===== config.mk =====
export PLATFORM = sky130hd
export DESIGN_NAME = alu_sequencer_flat
export DESIGN_NICKNAME = d
export VERILOG_FILES = /design/src/rtl/alu_sequencer_pkg.sv /design/src/rtl/alu_sequencer_if.sv /design/src/rtl/alu_sequencer_lut.sv /design/src/rtl/alu_sequencer.sv /design/src/flat_wrapper.sv
export SDC_FILE = /design/constraint.sdc
export NUM_CORES = 1
export LEC_CHECK = 0
export CELL_PAD_IN_SITES_DETAIL_PLACEMENT = 0
export CELL_PAD_IN_SITES_GLOBAL_PLACEMENT = 1
export CORE_MARGIN = 3
export CORE_UTILIZATION = 32
export DETAILED_ROUTE_END_ITERATION = 7
export HOLD_SLACK_MARGIN = 0.06
export PLACE_DENSITY = 0.87
export SETUP_SLACK_MARGIN = 0.2
export SYNTH_ARGS = -nofsm -noshare
export SYNTH_HDL_FRONTEND = slang
export SYNTH_SLANG_ARGS = --single-unit

===== constraint.sdc =====
create_clock -name wire_clock -period 3.2 [get_ports wire_clock]
set_input_delay 0.64 -clock wire_clock [delete_from_list [all_inputs] [get_ports wire_clock]]
set_output_delay 0.64 -clock wire_clock [all_outputs]
set_load 0.005 [all_outputs]

===== src/rtl/alu_sequencer_pkg.sv =====
`default_nettype none
// ============================================================================
// Package  : alu_sequencer_pkg
// Brief    : Opcode constants, opcode-to-hold-count table and sequencer state
//            encoding shared by the ALU and its sequencer.
// Revision : 1.0 - initial release
// ============================================================================
package alu_sequencer_pkg;

   // Width of the hold counter (base hold plus EXTRA_HOLD must fit)
   localparam int unsigned c_hold_w = 8;

   localparam logic [5:0] c_op_add   = 6'b100000;
   localparam logic [5:0] c_op_sub   = 6'b100001;
   localparam logic [5:0] c_op_mul   = 6'b100010;
   localparam logic [5:0] c_op_div   = 6'b100011;
   localparam logic [5:0] c_op_mod   = 6'b100101;
   localparam logic [5:0] c_op_incdc = 6'b100100;
   localparam logic [5:0] c_op_cmp   = 6'b010110;
   localparam logic [5:0] c_op_and   = 6'b010010;
   localparam logic [5:0] c_op_or    = 6'b010011;
   localparam logic [5:0] c_op_xor   = 6'b010100;
   localparam logic [5:0] c_op_not   = 6'b010101;
   localparam logic [5:0] c_op_shrot = 6'b010000;
   localparam logic [5:0] c_op_frld  = 6'b000110;

   typedef enum logic [2:0] {
      IDLE   = 3'd0,
      ISSUE  = 3'd1,
      SETTLE = 3'd2,
      RESP   = 3'd3,
      DRAIN  = 3'd4
   } seq_state_t;

   // ALU stage count + 1 for each opcode; zero marks an illegal opcode
   function automatic logic [3:0] base_hold(input logic [5:0] opcode);
      case (opcode)
         c_op_add:   base_hold = 4'd3;
         c_op_sub:   base_hold = 4'd4;
         c_op_mul:   base_hold = 4'd3;
         c_op_div:   base_hold = 4'd3;
         c_op_mod:   base_hold = 4'd3;
         c_op_incdc: base_hold = 4'd2;
         c_op_cmp:   base_hold = 4'd2;
         c_op_and:   base_hold = 4'd3;
         c_op_or:    base_hold = 4'd3;
         c_op_xor:   base_hold = 4'd3;
         c_op_not:   base_hold = 4'd3;
         c_op_shrot: base_hold = 4'd2;
         c_op_frld:  base_hold = 4'd2;
         default:    base_hold = 4'd0;
      endcase
   endfunction

   // Ops whose only useful product is the flag register
   function automatic logic flags_only(input logic [5:0] opcode);
      flags_only = (opcode == c_op_cmp) || (opcode == c_op_frld);
   endfunction

endpackage
`default_nettype wire


===== src/rtl/alu_sequencer_if.sv =====
`default_nettype none
// ============================================================================
// Interface : alu_sequencer_if
// Brief     : Request/response handshake plus the ALU-side bus of the
//             sequencer. slave = sequencer view, master = client/ALU view.
// Revision  : 1.0 - initial release
// ============================================================================
interface alu_sequencer_if;
   logic        req_valid;
   logic        req_ready;
   logic [5:0]  req_opcode;
   logic [15:0] req_a;
   logic [15:0] req_b;
   logic [15:0] req_fr;
   logic        req_use_carry;
   logic        req_dec;
   logic [2:0]  req_shift;

   logic        rsp_valid;
   logic        rsp_ready;
   logic [15:0] rsp_result;
   logic [15:0] rsp_fr;
   logic        rsp_err;

   logic        enable_alu;
   logic [5:0]  opCode;
   logic [15:0] m3;
   logic [15:0] m4;
   logic [15:0] FR_in;
   logic        useCarry;
   logic        dec;
   logic [2:0]  flagToShifthAndRot;
   logic [15:0] m2;
   logic [15:0] FR_out;

   modport slave (
      input  req_valid, req_opcode, req_a, req_b, req_fr, req_use_carry,
             req_dec, req_shift, rsp_ready, m2, FR_out,
      output req_ready, rsp_valid, rsp_result, rsp_fr, rsp_err, enable_alu,
             opCode, m3, m4, FR_in, useCarry, dec, flagToShifthAndRot
   );

   modport master (
      output req_valid, req_opcode, req_a, req_b, req_fr, req_use_carry,
             req_dec, req_shift, rsp_ready, m2, FR_out,
      input  req_ready, rsp_valid, rsp_result, rsp_fr, rsp_err, enable_alu,
             opCode, m3, m4, FR_in, useCarry, dec, flagToShifthAndRot
   );
endinterface
`default_nettype wire


===== src/rtl/alu_sequencer_lut.sv =====
`default_nettype none
// ============================================================================
// Module   : alu_latency_lut
// Brief    : Maps an opcode to its enable_alu hold count and a legal flag.
// Revision : 1.0 - initial release
// ============================================================================
module alu_latency_lut
   import alu_sequencer_pkg::*;
#(
   parameter int unsigned EXTRA_HOLD = 0
)
(
   input  logic [5:0]          i_opcode,
   output logic [c_hold_w-1:0] o_hold_n,
   output logic                o_legal
);

   logic [3:0] w_base;

   // Table lookup, then stretch legal ops by the configured extra hold
   always_comb begin
      w_base   = base_hold(i_opcode);
      o_legal  = (w_base != 4'd0);
      o_hold_n = '0;
      if (o_legal) begin
         o_hold_n = {{(c_hold_w-4){1'b0}}, w_base} + c_hold_w'(EXTRA_HOLD);
      end
   end

endmodule
`default_nettype wire


===== src/rtl/alu_sequencer.sv =====
`default_nettype none
// ============================================================================
// Module   : alu_sequencer
// Brief    : Accepts one ALU request at a time, holds enable_alu for the op's
//            stage count, captures the ALU result and returns it. A reset that
//            lands mid-issue drains the ALU instead of abandoning it.
// Revision : 1.0 - initial release
// ============================================================================
module alu_sequencer
   import alu_sequencer_pkg::*;
#(
   parameter int unsigned EXTRA_HOLD = 0
)
(
   input  logic           wire_clock,
   input  logic           reset,
   alu_sequencer_if.slave bus
);

   localparam logic [c_hold_w-1:0] c_one = 1;

   seq_state_t          r_state;
   seq_state_t          w_state_nxt;
   logic [c_hold_w-1:0] r_cnt;
   logic [c_hold_w-1:0] w_cnt_nxt;
   logic [c_hold_w-1:0] w_hold_n;
   logic                w_legal;
   logic                r_enable;
   logic                w_enable_nxt;
   logic                w_accept;
   logic                w_load_alu;
   logic                w_clear_alu;
   logic                w_capture;
   logic                w_illegal_rsp;

   logic [5:0]          r_opcode;
   logic [15:0]         r_m3;
   logic [15:0]         r_m4;
   logic [15:0]         r_fr_in;
   logic                r_use_carry;
   logic                r_dec;
   logic [2:0]          r_shift;

   logic [15:0]         r_rsp_result;
   logic [15:0]         r_rsp_fr;
   logic                r_rsp_err;

   alu_latency_lut #(
      .EXTRA_HOLD (EXTRA_HOLD)
   ) u_lut (
      .i_opcode (bus.req_opcode),
      .o_hold_n (w_hold_n),
      .o_legal  (w_legal)
   );

   // Ready is also masked by reset so nothing is offered while reset is held
   assign bus.req_ready  = (r_state == IDLE) && !reset;
   assign w_accept       = bus.req_valid && bus.req_ready;

   assign bus.rsp_valid  = (r_state == RESP);
   assign bus.rsp_result = r_rsp_result;
   assign bus.rsp_fr     = r_rsp_fr;
   assign bus.rsp_err    = r_rsp_err;

   assign bus.enable_alu         = r_enable;
   assign bus.opCode             = r_opcode;
   assign bus.m3                 = r_m3;
   assign bus.m4                 = r_m4;
   assign bus.FR_in              = r_fr_in;
   assign bus.useCarry           = r_use_carry;
   assign bus.dec                = r_dec;
   assign bus.flagToShifthAndRot = r_shift;

   // Next-state logic. ISSUE spends its first cycle with enable low (operands
   // settle, ALU sees a clean rising enable), then r_cnt enable-high cycles.
   always_comb begin
      w_state_nxt   = r_state;
      w_cnt_nxt     = r_cnt;
      w_enable_nxt  = 1'b0;
      w_load_alu    = 1'b0;
      w_clear_alu   = 1'b0;
      w_capture     = 1'b0;
      w_illegal_rsp = 1'b0;
      if ((r_state == DRAIN) || ((r_state == ISSUE) && reset)) begin
         // Finish the remaining hold, give one enable-low cycle, then idle;
         // reset does not shorten this.
         if (r_cnt != '0) begin
            w_state_nxt  = DRAIN;
            w_cnt_nxt    = r_cnt - c_one;
            w_enable_nxt = 1'b1;
         end else if (r_enable) begin
            w_state_nxt  = DRAIN;
         end else begin
            w_state_nxt  = IDLE;
            w_clear_alu  = 1'b1;
         end
      end else if (reset) begin
         w_state_nxt = IDLE;
         w_cnt_nxt   = '0;
         w_clear_alu = 1'b1;
      end else begin
         case (r_state)
            IDLE: begin
               if (w_accept) begin
                  if (w_legal) begin
                     w_state_nxt = ISSUE;
                     w_cnt_nxt   = w_hold_n;
                     w_load_alu  = 1'b1;
                  end else begin
                     w_state_nxt   = RESP;
                     w_illegal_rsp = 1'b1;
                  end
               end
            end
            ISSUE: begin
               if (r_cnt == '0) begin
                  w_state_nxt = SETTLE;
               end else begin
                  w_cnt_nxt    = r_cnt - c_one;
                  w_enable_nxt = 1'b1;
               end
            end
            SETTLE: begin
               w_state_nxt = RESP;
               w_capture   = 1'b1;
            end
            RESP: begin
               if (bus.rsp_ready) begin
                  w_state_nxt = IDLE;
               end
            end
            default: begin
               w_state_nxt = IDLE;
               w_cnt_nxt   = '0;
               w_clear_alu = 1'b1;
            end
         endcase
      end
   end

   // State, hold counter and the registered ALU-side bus
   always_ff @(posedge wire_clock) begin
      r_state  <= w_state_nxt;
      r_cnt    <= w_cnt_nxt;
      r_enable <= w_enable_nxt;
      if (w_clear_alu) begin
         r_opcode    <= '0;
         r_m3        <= '0;
         r_m4        <= '0;
         r_fr_in     <= '0;
         r_use_carry <= 1'b0;
         r_dec       <= 1'b0;
         r_shift     <= '0;
      end else if (w_load_alu) begin
         r_opcode    <= bus.req_opcode;
         r_m3        <= bus.req_a;
         r_m4        <= bus.req_b;
         r_fr_in     <= bus.req_fr;
         r_use_carry <= bus.req_use_carry;
         r_dec       <= bus.req_dec;
         r_shift     <= bus.req_shift;
      end
   end

   // Response payload: ALU capture at the end of SETTLE, or the illegal reply
   always_ff @(posedge wire_clock) begin
      if (reset) begin
         r_rsp_result <= '0;
         r_rsp_fr     <= '0;
         r_rsp_err    <= 1'b0;
      end else if (w_capture) begin
         r_rsp_result <= flags_only(r_opcode) ? 16'h0000 : bus.m2;
         r_rsp_fr     <= bus.FR_out;
         r_rsp_err    <= 1'b0;
      end else if (w_illegal_rsp) begin
         r_rsp_result <= 16'h0000;
         r_rsp_fr     <= bus.req_fr;
         r_rsp_err    <= 1'b1;
      end
   end

endmodule
`default_nettype wire

===== src/flat_wrapper.sv =====
// flat-port wrapper written by rule: the top's interface ports become plain ports
module alu_sequencer_flat import alu_sequencer_pkg::*;
#(
   parameter int unsigned EXTRA_HOLD = 0
)
  (wire_clock, reset, bus_req_valid, bus_req_opcode, bus_req_a, bus_req_b, bus_req_fr, bus_req_use_carry, bus_req_dec, bus_req_shift, bus_rsp_ready, bus_m2, bus_FR_out, bus_req_ready, bus_rsp_valid, bus_rsp_result, bus_rsp_fr, bus_rsp_err, bus_enable_alu, bus_opCode, bus_m3, bus_m4, bus_FR_in, bus_useCarry, bus_dec, bus_flagToShifthAndRot);
  alu_sequencer_if bus_i ();
  input  logic wire_clock;
  input  logic reset;
  input wire logic [$bits(bus_i.req_valid)-1:0] bus_req_valid;
  input wire logic [$bits(bus_i.req_opcode)-1:0] bus_req_opcode;
  input wire logic [$bits(bus_i.req_a)-1:0] bus_req_a;
  input wire logic [$bits(bus_i.req_b)-1:0] bus_req_b;
  input wire logic [$bits(bus_i.req_fr)-1:0] bus_req_fr;
  input wire logic [$bits(bus_i.req_use_carry)-1:0] bus_req_use_carry;
  input wire logic [$bits(bus_i.req_dec)-1:0] bus_req_dec;
  input wire logic [$bits(bus_i.req_shift)-1:0] bus_req_shift;
  input wire logic [$bits(bus_i.rsp_ready)-1:0] bus_rsp_ready;
  input wire logic [$bits(bus_i.m2)-1:0] bus_m2;
  input wire logic [$bits(bus_i.FR_out)-1:0] bus_FR_out;
  output wire logic [$bits(bus_i.req_ready)-1:0] bus_req_ready;
  output wire logic [$bits(bus_i.rsp_valid)-1:0] bus_rsp_valid;
  output wire logic [$bits(bus_i.rsp_result)-1:0] bus_rsp_result;
  output wire logic [$bits(bus_i.rsp_fr)-1:0] bus_rsp_fr;
  output wire logic [$bits(bus_i.rsp_err)-1:0] bus_rsp_err;
  output wire logic [$bits(bus_i.enable_alu)-1:0] bus_enable_alu;
  output wire logic [$bits(bus_i.opCode)-1:0] bus_opCode;
  output wire logic [$bits(bus_i.m3)-1:0] bus_m3;
  output wire logic [$bits(bus_i.m4)-1:0] bus_m4;
  output wire logic [$bits(bus_i.FR_in)-1:0] bus_FR_in;
  output wire logic [$bits(bus_i.useCarry)-1:0] bus_useCarry;
  output wire logic [$bits(bus_i.dec)-1:0] bus_dec;
  output wire logic [$bits(bus_i.flagToShifthAndRot)-1:0] bus_flagToShifthAndRot;
  assign bus_i.req_valid = bus_req_valid;
  assign bus_i.req_opcode = bus_req_opcode;
  assign bus_i.req_a = bus_req_a;
  assign bus_i.req_b = bus_req_b;
  assign bus_i.req_fr = bus_req_fr;
  assign bus_i.req_use_carry = bus_req_use_carry;
  assign bus_i.req_dec = bus_req_dec;
  assign bus_i.req_shift = bus_req_shift;
  assign bus_i.rsp_ready = bus_rsp_ready;
  assign bus_i.m2 = bus_m2;
  assign bus_i.FR_out = bus_FR_out;
  assign bus_req_ready = bus_i.req_ready;
  assign bus_rsp_valid = bus_i.rsp_valid;
  assign bus_rsp_result = bus_i.rsp_result;
  assign bus_rsp_fr = bus_i.rsp_fr;
  assign bus_rsp_err = bus_i.rsp_err;
  assign bus_enable_alu = bus_i.enable_alu;
  assign bus_opCode = bus_i.opCode;
  assign bus_m3 = bus_i.m3;
  assign bus_m4 = bus_i.m4;
  assign bus_FR_in = bus_i.FR_in;
  assign bus_useCarry = bus_i.useCarry;
  assign bus_dec = bus_i.dec;
  assign bus_flagToShifthAndRot = bus_i.flagToShifthAndRot;
  alu_sequencer #(.EXTRA_HOLD(EXTRA_HOLD)) u_core (.wire_clock(wire_clock), .reset(reset), .bus(bus_i));
endmodule

==> results.yml <==
setup_path:
  cp_depth: 5
  r2r_end: "u_core.bus.m3[6]"
  timing.critical_path.from_type: "flip-flop"
  slowest_stage: "sky130_fd_sc_hd__and4_2"
  critPathTopFamily: "simple AND/OR/NAND/NOR gates"
  r2r_cells: 5
  critical_path.cell_chain: "nor4_2 > buf_4 > and4_2 > nand4_1 > a21oi_1"
  worstPathMaxFanout: 58
  timing.critical_path.from: "u_core.r_state[0]"
  rr_startpoint: "u_core.r_state[0]"
  crit_buf_inv: 1
  timing_worst_setup_path_type: "flip-flop to flip-flop"
  cp-endpoint: "u_core.bus.m3[6]"
  worst_ep_required_time_ps: 3470
  r2r_slack_ps: 590
  worst_setup_path_end_kind: "flip-flop"
  crit_path_max_incr_delay_ps: 1020
  worstPathArrival_ps: 2880
sta:
  maxClockFrequency_ghz: 0.383
  timing.final.setup_violations: 0
  finalHoldViolations: 0
  tightest_slew_ps: 1160
  clock_skew_ps: 6.08
  unrepaired_setup_endpoints_after_global_routing: "false"
  post-route-period-util_pct: 81.6
  finalSetupTns_ps: 0
  timing.final.crit_period_ps: 2610
  timing.max_slew.rel_slack_pct: 22.4
  final-max-slew-violation-count: 0
synthesis:
  area_share_of_the_largest_cell_type_after_synthesis_pct: 36.6
  synth.top_cells.by_area: "sky130_fd_sc_hd__dfxtp_1 37%, sky130_fd_sc_hd__nand4_1 9.3%, sky130_fd_sc_hd__o31ai_1 8.7%"
  dominantRegCellSynth: "sky130_fd_sc_hd__dfxtp_1"
  yosys-top-cells-count: "93 x sky130_fd_sc_hd__dfxtp_1, 76 x sky130_fd_sc_hd__a21oi_1, 76 x sky130_fd_sc_hd__nand4_1, 59 x sky130_fd_sc_hd__o31ai_1, 50 x sky130_fd_sc_hd__clkbuf_1"
  synth_seq_area_share_pct: 43.1
  synth_warn: 0
  asyncSetResetFlopFracSynth_pct: 0
  postSynthCellCount: 567
  yosysUniqueCellTypes: 47
  synth-edff-count: 11
  syn_nets: 664
  synthDominantAreaCellType: "sky130_fd_sc_hd__dfxtp_1"
  postSynthAreaPerCell_um2: 8.97
  yosysMostFrequentCell: "sky130_fd_sc_hd__dfxtp_1"
  ys_ff_latch: 104
  syn-cell-area_um2: 5090
clock_network:
  clk_path_buf_depth: 2
  number_of_sinks_driven_by_the_clock_tree: 104
  cts_tree: "yes"
  ctsHtreeMaxLevel: 3
  cts_repair_resize_count: 0
  cts.hold.buffers_added: 0
  post_cts_clock_slew_at_the_launch_and_capture_registers_of_the_worst_setup_and_hold_paths_ps: 70
  clk_latency_ps: 340
  clk_root_buffer_cell: "sky130_fd_sc_hd__clkbuf_16"
  postCtsSetupBuffers: 0
  tritoncts.num_buffers: 9
cells_and_area:
  fin_nets: 806
  antenna-diode-count: 0
  fillers: 1403
  layout-area-overhead-vs-synth_pct: 45.5
  ratio_of_cells_with_drive_above_1_in_the_final_layout_pct: 7.70
global_route:
  antenna_violations_before_repair: 0
  grt_first_pass_wirelength_um: 27700
  overall_global_routing_resource_usage_pct: 19.1
  grt_pass1_vias: 5258
  gr-total-overflow: 0
  largest_net_degree_at_the_start_of_global_routing: 61
power_and_ir_drop:
  total_power_divided_by_cell_area_nw_per_um2: 610
  internal-power_uw: 2980
  post-layout-total-power_uw: 4510
  max-vdd-ir-drop_mv: 0.303
  combinationalPowerShare_pct: 35.0
  static-leakage-power_uw: 0.00232
  power.share.switching_pct: 33.9
  p_switching_uw: 1530
  share_clk_of_total_power_pct: 26.5
  share_seq_of_total_power_pct: 38.5
placement:
  numPortBuffers: 189
  gpl.final_weighted_congestion: 0.878
  detailed_place_hpwl_um: 11600
die:
  coreArea_um2: 15400
  placement_rows: 45
  die_y_um: 132
  dieArea_um2: 17500
  initial_standard_cell_utilization_of_the_core_pct: 33.1
  io_pins: 190
  die_x_um: 132
detailed_routing:
  routed-via-count: 5327
  drtIter0Drc: 380
  final_antenna_net_count: 0
  wire_per_inst_um: 19.0
  detail_route.first_pass.iterations: 5
  wirelength_um: 17600
  drc: 0
  vias_per_cell: 5.76
outcome:
  status: "finished clean"
flow_run:
  cap_viol_max_count: 0
hold_path:
  timing.hold.worst.class: "flip-flop to flip-flop"
## power by group through the flow
stage / registers (uW) / logic, uW / clock network, uW
6_report: 1740 / 1580 / 1200
3_5_place_dp: 1760 / 1580 / 0
4_1_cts: 1740 / 1580 / 1230
5_1_grt: 1770 / 1720 / 1270
3_3_place_gp: 1760 / 1530 / 0
2_1_floorplan: 1690 / 986 / 0
## worst min-delay path by stage
stage / from / end / cells after the start
final: u_core.bus.m4[6] / u_core.bus.m4[6] / 2
after global routing: u_core.bus.FR_in[12] / u_core.bus.FR_in[12] / 2
after detailed placement: u_core.bus.m4[6] / u_core.bus.m4[6] / 2
after CTS: u_core.bus.m4[6] / u_core.bus.m4[6] / 2
after global placement: u_core.bus.opCode[3] / u_core.bus.opCode[3] / 2
after floorplan: u_core.bus.opCode[3] / u_core.bus.opCode[3] / 2
## metrics by stage
| step | hold slack [ps] | cells | setup slack, ps | cell area [um2] | util [%] |
|---|---|---|---|---|---|
| after floorplan | 452 | 567 | 444 | 5090 | - |
| after global placement | 451 | 909 | 343 | 7080 | 46.1 |
| after detailed placement | 459 | 909 | 241 | 7080 | 46.1 |
| after CTS | 469 | 925 | 547 | 7400 | 48.2 |
| after global routing | 490 | 925 | 364 | 7400 | 48.2 |
| final | 471 | 925 | 589 | 7400 | 48.2 |
## worst reg2reg max path: stages (launching register included)
cell                       delay, ps
sky130_fd_sc_hd__edfxtp_1        590
sky130_fd_sc_hd__nor4_2          340
sky130_fd_sc_hd__buf_4           180
sky130_fd_sc_hd__and4_2         1020
sky130_fd_sc_hd__nand4_1         200
sky130_fd_sc_hd__a21oi_1         190
## layout by cell type, fill, tap and decap left out, types with 2 or more instances in the layout
cell,n
sky130_fd_sc_hd__clkdlybuf4s50_1,188
sky130_fd_sc_hd__dfxtp_1,93
sky130_fd_sc_hd__a21oi_1,76
sky130_fd_sc_hd__nand4_1,76
sky130_fd_sc_hd__o31ai_1,59
sky130_fd_sc_hd__nor2_1,30
sky130_fd_sc_hd__nor2b_1,16
sky130_fd_sc_hd__o21bai_1,16
sky130_fd_sc_hd__a311oi_1,16
sky130_fd_sc_hd__a22oi_1,16
sky130_fd_sc_hd__buf_4,16
sky130_fd_sc_hd__edfxtp_1,11
sky130_fd_sc_hd__a211oi_2,10
sky130_fd_sc_hd__clkbuf_16,9
sky130_fd_sc_hd__a211oi_1,8
sky130_fd_sc_hd__inv_1,6
sky130_fd_sc_hd__xnor2_1,6
sky130_fd_sc_hd__nand2_1,6
sky130_fd_sc_hd__nor3_1,5
sky130_fd_sc_hd__nand2b_1,4
sky130_fd_sc_hd__nand3b_1,3
sky130_fd_sc_hd__or4_4,2
sky130_fd_sc_hd__xor2_1,2
sky130_fd_sc_hd__a221oi_1,2
sky130_fd_sc_hd__and2_1,2
sky130_fd_sc_hd__and2b_1,2
sky130_fd_sc_hd__ha_1,2
sky130_fd_sc_hd__bufinv_16,2
sky130_fd_sc_hd__clkinv_1,2
sky130_fd_sc_hd__buf_12,2
## registers in the layout (all words and copies together) (netlist names)
name / count
u_core.bus.opCode: 6
u_core.bus.rsp_result: 16
u_core.r_cnt: 8
u_core.bus.flagToShifthAndRot: 3
u_core.r_state: 3
u_core.bus.dec: 1
u_core.bus.m4: 16
u_core.bus.m3: 16
u_core.bus.FR_in: 16
u_core.bus.rsp_fr: 16
u_core.bus.rsp_err: 1
u_core.bus.useCarry: 1
u_core.bus.enable_alu: 1
## area by class of cell
cell class	instances	area (um2)	area share [%]
clock buffers	10	239	3.23
clock inverters	6	81.3	1.10
inverters	7	26.3	0.355
multi-input cells	380	2550	34.5
flip-flops and latches	104	2190	29.6
well taps	211	264	3.57
repair buffers	207	2050	27.6
## metal layers
| layer | up-vias | global-route usage (%) | part of all wire [%] |
|---|---|---|---|
| met5 | - | 0 | 0 |
| met4 | 0 | 6.53 | 2.0 |
| met3 | 29 | 4.05 | 7.2 |
| met2 | 255 | 30.0 | 46 |
| met1 | 2565 | 26.1 | 45 |
| li1 | 2478 | - | - |
## cell families after synthesis
| family | count (synthesis) | share of synthesized area, % |
|---|---|---|
| AO/OA/AOI/OAI | 214 | 29.5 |
| AND/OR/NAND/NOR | 154 | 17.8 |
| flip-flops | 104 | 43.1 |
| buffers and inverters | 83 | 7.38 |
| XOR/XNOR | 10 | 1.72 |
| adder cells (fa/ha/maj) | 2 | 0.492 |
Note: power is estimated with default switching activity, not from simulation.
